==> config.mk <==
export PLATFORM = sky130hd
export DESIGN_NAME = netwalk_tcam_match_resolver
export DESIGN_NICKNAME = d
export VERILOG_FILES = /design/src/rtl/netwalk_tcam_match_resolver.sv
export SDC_FILE = /design/constraint.sdc
export NUM_CORES = 1
export LEC_CHECK = 0
export ABC_AREA = 1
export CORE_UTILIZATION = 56
export CTS_CLUSTER_SIZE = 40
export DETAILED_ROUTE_END_ITERATION = 10
export PLACE_DENSITY_LB_ADDON = 0.08
export SYNTH_ARGS = -nofsm -noshare
export SYNTH_HDL_FRONTEND = slang
export SYNTH_SLANG_ARGS = --single-unit
==> constraint.sdc <==
create_clock -name clk -period 2.75 [get_ports clk]
set_input_delay 0.4125 -clock clk [delete_from_list [all_inputs] [get_ports clk]]
set_output_delay 0.4125 -clock clk [all_outputs]
set_load 0.02 [all_outputs]
==> src/rtl/netwalk_tcam_match_resolver.sv <==
// netwalk_tcam_match_resolver: priority-resolves TCAM match lines into a buffered hit/address result stream with statistics
module netwalk_tcam_match_resolver #(
  parameter int NUM_UNITS       = 16,
  parameter int TCAM_ADDR_WIDTH = 10,
  parameter int TCAM_BASE_ADDR  = 0,
  parameter int TAG_WIDTH       = 8,
  parameter int FIFO_DEPTH      = 4,
  parameter int CNT_WIDTH       = 32
) (
  input  logic                       clk,
  input  logic                       reset,
  input  logic                       srch_valid,
  output logic                       srch_ready,
  input  logic [NUM_UNITS-1:0]       srch_match_lines,
  input  logic [TAG_WIDTH-1:0]       srch_tag,
  output logic                       res_valid,
  input  logic                       res_ready,
  output logic                       res_hit,
  output logic [TCAM_ADDR_WIDTH-1:0] res_addr,
  output logic                       res_multi,
  output logic [TAG_WIDTH-1:0]       res_tag,
  input  logic                       stats_clear,
  output logic [CNT_WIDTH-1:0]       hit_count,
  output logic [CNT_WIDTH-1:0]       miss_count
);
  localparam int IW = $clog2(NUM_UNITS);
  localparam int PW = $clog2(FIFO_DEPTH);
  localparam int EW = TCAM_ADDR_WIDTH + TAG_WIDTH + 2;

  logic                       s1_valid, s2_valid, s2_hit, s2_multi;
  logic [NUM_UNITS-1:0]       s1_lines;
  logic [TAG_WIDTH-1:0]       s1_tag, s2_tag;
  logic [TCAM_ADDR_WIDTH-1:0] s2_addr, enc_addr;
  logic [IW-1:0]              enc_idx;
  logic                       enc_hit, enc_multi;
  logic [EW-1:0]              mem [FIFO_DEPTH];
  logic [PW-1:0]              wr_ptr, rd_ptr;
  logic [PW:0]                count;
  logic [PW+1:0]              credits;
  logic                       accept, pop;

  assign accept  = srch_valid && srch_ready;
  assign pop     = res_valid && res_ready;
  assign res_valid = count != '0;
  // Outstanding work includes searches still in the pipe, so a granted search always has a FIFO slot waiting.
  assign credits = (PW+2)'(count) + (PW+2)'(s1_valid) + (PW+2)'(s2_valid);
  assign srch_ready = credits < (PW+2)'(FIFO_DEPTH);
  assign enc_hit   = |s1_lines;
  assign enc_multi = |(s1_lines & (s1_lines - NUM_UNITS'(1)));
  assign enc_addr  = enc_hit ? TCAM_ADDR_WIDTH'(TCAM_BASE_ADDR) + TCAM_ADDR_WIDTH'(enc_idx) : '0;
  assign {res_hit, res_addr, res_multi, res_tag} = res_valid ? mem[rd_ptr] : '0;

  // Lowest set match line wins; scanning downward lets the lowest index overwrite.
  always_comb begin
    enc_idx = '0;
    for (int i = NUM_UNITS - 1; i >= 0; i--) if (s1_lines[i]) enc_idx = IW'(i);
  end

  // S1: capture match lines and tag on accept.
  always_ff @(posedge clk or negedge reset) begin
    if (!reset) begin
      s1_valid <= 1'b0;
      s1_lines <= '0;
      s1_tag   <= '0;
    end else begin
      s1_valid <= accept;
      if (accept) begin
        s1_lines <= srch_match_lines;
        s1_tag   <= srch_tag;
      end
    end
  end

  // S2: register the priority-encode result.
  always_ff @(posedge clk or negedge reset) begin
    if (!reset) begin
      s2_valid <= 1'b0;
      s2_hit   <= 1'b0;
      s2_multi <= 1'b0;
      s2_addr  <= '0;
      s2_tag   <= '0;
    end else begin
      s2_valid <= s1_valid;
      if (s1_valid) begin
        s2_hit   <= enc_hit;
        s2_multi <= enc_multi;
        s2_addr  <= enc_addr;
        s2_tag   <= s1_tag;
      end
    end
  end

  // FIFO storage; contents need no reset because outputs are gated by res_valid.
  always_ff @(posedge clk) begin
    if (s2_valid) mem[wr_ptr] <= {s2_hit, s2_addr, s2_multi, s2_tag};
  end

  // FIFO pointers and occupancy.
  always_ff @(posedge clk or negedge reset) begin
    if (!reset) begin
      wr_ptr <= '0;
      rd_ptr <= '0;
      count  <= '0;
    end else begin
      if (s2_valid) wr_ptr <= wr_ptr + PW'(1);
      if (pop) rd_ptr <= rd_ptr + PW'(1);
      count <= count + (PW+1)'(s2_valid) - (PW+1)'(pop);
    end
  end

  // Saturating statistics, counted at the FIFO write; clear takes priority over increment.
  always_ff @(posedge clk or negedge reset) begin
    if (!reset) begin
      hit_count  <= '0;
      miss_count <= '0;
    end else if (stats_clear) begin
      hit_count  <= '0;
      miss_count <= '0;
    end else if (s2_valid) begin
      if (s2_hit && !(&hit_count)) hit_count <= hit_count + CNT_WIDTH'(1);
      if (!s2_hit && !(&miss_count)) miss_count <= miss_count + CNT_WIDTH'(1);
    end
  end
endmodule
==> impl_metrics.yaml <==
run_status:
  outcome: "finished with violations"
  violations: "negative hold slack"
detailed_routing:
  vias_per_cell: 5.319
  dr_total_vias: 7361
  drt_drc_violations_left: 0
  wl_per_cell_um: 14.88
  drtIter0Drc: 619
  drt_wl_total_mm: 20.60
  detail-route-antenna-nets: 0
  drt-pass1-iter-count: 5
yosys:
  ys_seq_area_frac: 0.5130
  muxShareOfSynthArea: 0
  syn_inst: 1075
  yosys_warnings: 0
  mappedNetlistArea_um2: 8692
  synth_top_family_by_area: "simple AND/OR/NAND/NOR gates"
  synthSimpleGateAreaFrac: 0.2842
  avgSynthCellArea_um2: 8.086
  synth.distinct_cells: 39
  synth-seq-cells: 167
  synth_xor_area_frac: 0.05139
  synth_compound_area_frac: 0.07399
  synth_fa_ha_area_frac: 0.01670
worst_setup_path:
  crit_path_top_delay_cell: "clkdlybuf4s50_1"
  r2r_start: "miss_count[1]"
  cp-startpoint: "rd_ptr[0]"
  end_kind: "primary output"
  worstPathCellList: "inv_1 -> buf_4 -> o21ai_0 -> a21oi_1 -> clkdlybuf4s50_1"
  worstSetupPathType: "reg -> out"
  cp_max_fo: 14
  crit_arrival_ns: 2.19
  critPathTopFamily: "buffers and inverters"
  max_stage_delay_ns: 0.64
  cp-start-kind: "register"
  worstPathRequired_ns: 2.34
  critPathBufInv: 3
clocking:
  cts.htree.levels: 4
  clk_pin_slew_worst_paths_ns: 0.07
  cts_tree: "yes"
  numCtsBuffers: 17
  clock_path_buffers: 2
  clkLatencyLatePin_ns: 0.43
  cts_hold_buffers: 0
  clock_sinks: 167
  cts_root_buf: "clkbuf_16"
floorplanning:
  core_area_um2: 15200
  ios: 115
  die_x_um: 126.6
  fp.dieArea_um2: 16020
  die_y_um: 126.6
  start_util: 0.5718
  rows: 45
power_and_ir_drop:
  combPwrFrac: 0.343
  power_frac_seq: 0.399
  leakage_nw: 4.431
  vdd_drop_max_uv: 514.7
  power.share.switching: 0.3781
  power_frac_clock: 0.258
  internal-power_mw: 5.617
  switchingPower_mw: 3.415
  power_density_nw_per_um2: 857.6
layout:
  n_fill_cell: 1273
  area.growth.synth_to_final_pct: 21.16
  drive_gt1_frac: 0.05853
  multi_input_area_um2: 3727
  final_net_count: 1223
  seq_area_um2: 4461
  diodes: 0
  fin_area_um2: 10530
place:
  placed_area_um2: 9963
  hpwl_mm: 14.39
  numPortBuffers: 108
  place.gp.congestion: 0.9496
global_route:
  grt_usage: 0.2771
  antenna_found_initial: 0
  grt_first_pass_wirelength_mm: 34.53
  grt_pass1_vias: 6834
  grt-ovfl-total: 0
  grt_max_degree: 48
timing:
  slew_headroom: 0.4635
  period_share: 0.9464
  max_freq_mhz: 384.2
  drv_slew: 0
  clock-skew-final_ns: 0.005257
  hold_violations: 3
  tightest_slew_ns: 0.7987
  hold_slack_ns: -0.007528
  rsz0062_at_grt: "no"
  setup_viol: 0
  min_period_ns: 2.603
  finalSetupTns_ns: 0
worst_hold_path:
  hold_path.class: "in -> async"
flow_run:
  drv_cap: 0
[power by group through the flow]
stage          Sequential [mW]  Combinational (mW)  Clock [mW]
2_1_floorplan             3.53                2.04           0
3_3_place_gp              3.61                3.06           0
3_5_place_dp              3.64                3.13           0
4_1_cts                   3.60                3.13        2.34
5_1_grt                   3.67                3.52        2.46
6_report                  3.61                3.10        2.33
[cell usage in the layout (no fill, tap or decap), types with 4 or more instances in the layout]
| master | count |
|---|---|
| nand2_1 | 338 |
| nor2_1 | 160 |
| dfrtp_1 | 110 |
| clkdlybuf4s50_1 | 105 |
| inv_1 | 81 |
| o21ai_0 | 73 |
| edfxtp_1 | 56 |
| xor2_1 | 35 |
| nand3_1 | 35 |
| nor3_1 | 26 |
| a21oi_1 | 20 |
| clkbuf_16 | 17 |
| nand4_1 | 16 |
| xnor2_1 | 16 |
| buf_4 | 16 |
| o31ai_1 | 13 |
| ha_1 | 10 |
| nor4_1 | 9 |
| nand2_2 | 8 |
| conb_1 | 6 |
| inv_6 | 4 |
[sequential cells by signal (all words and copies together) (netlist names)]
register / flops
s2_multi: 1
miss_count: 32
s2_addr: 4
hit_count: 32
s1_tag: 8
rd_ptr: 2
s2_hit: 1
wr_ptr: 2
s2_tag: 8
count: 3
s1_lines: 16
mem: 56
s1_valid: 1
s2_valid: 1
[metal layers]
metal | track usage | routed length [µm] | vias to the layer above
li1 | - | - | 3666
met1 | 0.3907 | 9389 | 3419
met2 | 0.4449 | 9686 | 252
met3 | 0.04597 | 1227 | 24
met4 | 0.07867 | 294 | 0
met5 | 0 | 0 | -
[Yosys cell counts]
master / number / share of area
nand4_1: 16 / 0.012
a32o_1: 1 / 0.0012
a21o_1: 3 / 0.0026
nor2_2: 3 / 0.0022
buf_1: 4 / 0.0017
dfrtp_1: 111 / 0.32
o21ai_0: 73 / 0.042
o31ai_1: 13 / 0.011
nand3_1: 35 / 0.020
o2111ai_1: 1 / 0.0010
o211ai_1: 1 / 0.00086
ha_1: 10 / 0.014
nor2_1: 160 / 0.069
inv_1: 81 / 0.035
nor2_4: 1 / 0.0013
and2_1: 1 / 0.00072
buf_6: 3 / 0.0039
nand3_2: 1 / 0.0012
nand2_2: 8 / 0.0058
clkbuf_1: 20 / 0.0086
o21ai_1: 3 / 0.0017
nor3_1: 26 / 0.015
o21bai_1: 1 / 0.00086
nand2_1: 338 / 0.15
or2_2: 2 / 0.0014
fa_1: 1 / 0.0023
conb_1: 1 / 0.00043
a21oi_2: 1 / 0.0010
and3_1: 1 / 0.00072
edfxtp_1: 56 / 0.19
nor4_1: 9 / 0.0065
xor2_1: 35 / 0.035
nor3_4: 1 / 0.0019
inv_2: 3 / 0.0013
buf_2: 8 / 0.0046
a21oi_1: 20 / 0.012
buf_4: 6 / 0.0052
xnor2_1: 16 / 0.016
nand3b_1: 1 / 0.00086
[area by class of cell]
class | count | area share
multi-input cells | 788 | 0.3539
clock inverters | 14 | 0.01319
well taps | 188 | 0.02234
flip-flops and latches | 167 | 0.4235
repair buffers | 125 | 0.1163
clock buffers | 18 | 0.04075
inverters | 84 | 0.02994
[worst paths after layout]
check                                  to  slack, ns  cells past startpoint
max                           res_addr[3]       0.15                      5
min                             s2_tag[4]     -0.008                      1
max reg2reg                 miss_count[0]       0.35                     12
min reg2reg                     s2_tag[0]       0.48                      2
max in group asynchronous  miss_count[16]       2.02                      2
min in group clk           miss_count[17]       0.34                      4
[per-stage QoR]
step                      worst slack [ns]  power, mW  hold slack (ns)    util  std cells
after floorplan                     0.4335      5.570           0.1169       -       1080
after global placement              0.4199      6.671           0.4568  0.6554       1352
after detailed placement            0.3570      6.765           0.4634  0.6554       1352
after CTS                           0.1464      9.075          0.01402  0.6928       1384
after global routing               0.02064      9.656          0.02765  0.6928       1384
final                               0.1474      9.032        -0.007528  0.6928       1384
[cell families (layout without fill, tap and decap cells)]
logic type	count (synthesis)	in the layout
compound gates	117	117
other cells	1	6
simple gates	603	603
fa+ha+maj	11	11
xor+xnor	51	51
buf+inv	125	241
flops	167	167
[what timing repair did]
action / 4_1_cts / 5_1_grt
buffers inserted: 0 / 0
endpoints found under the setup margin: 1 / 0
gates resized for setup: 2 / 0
(Power assumes the default switching activity.)
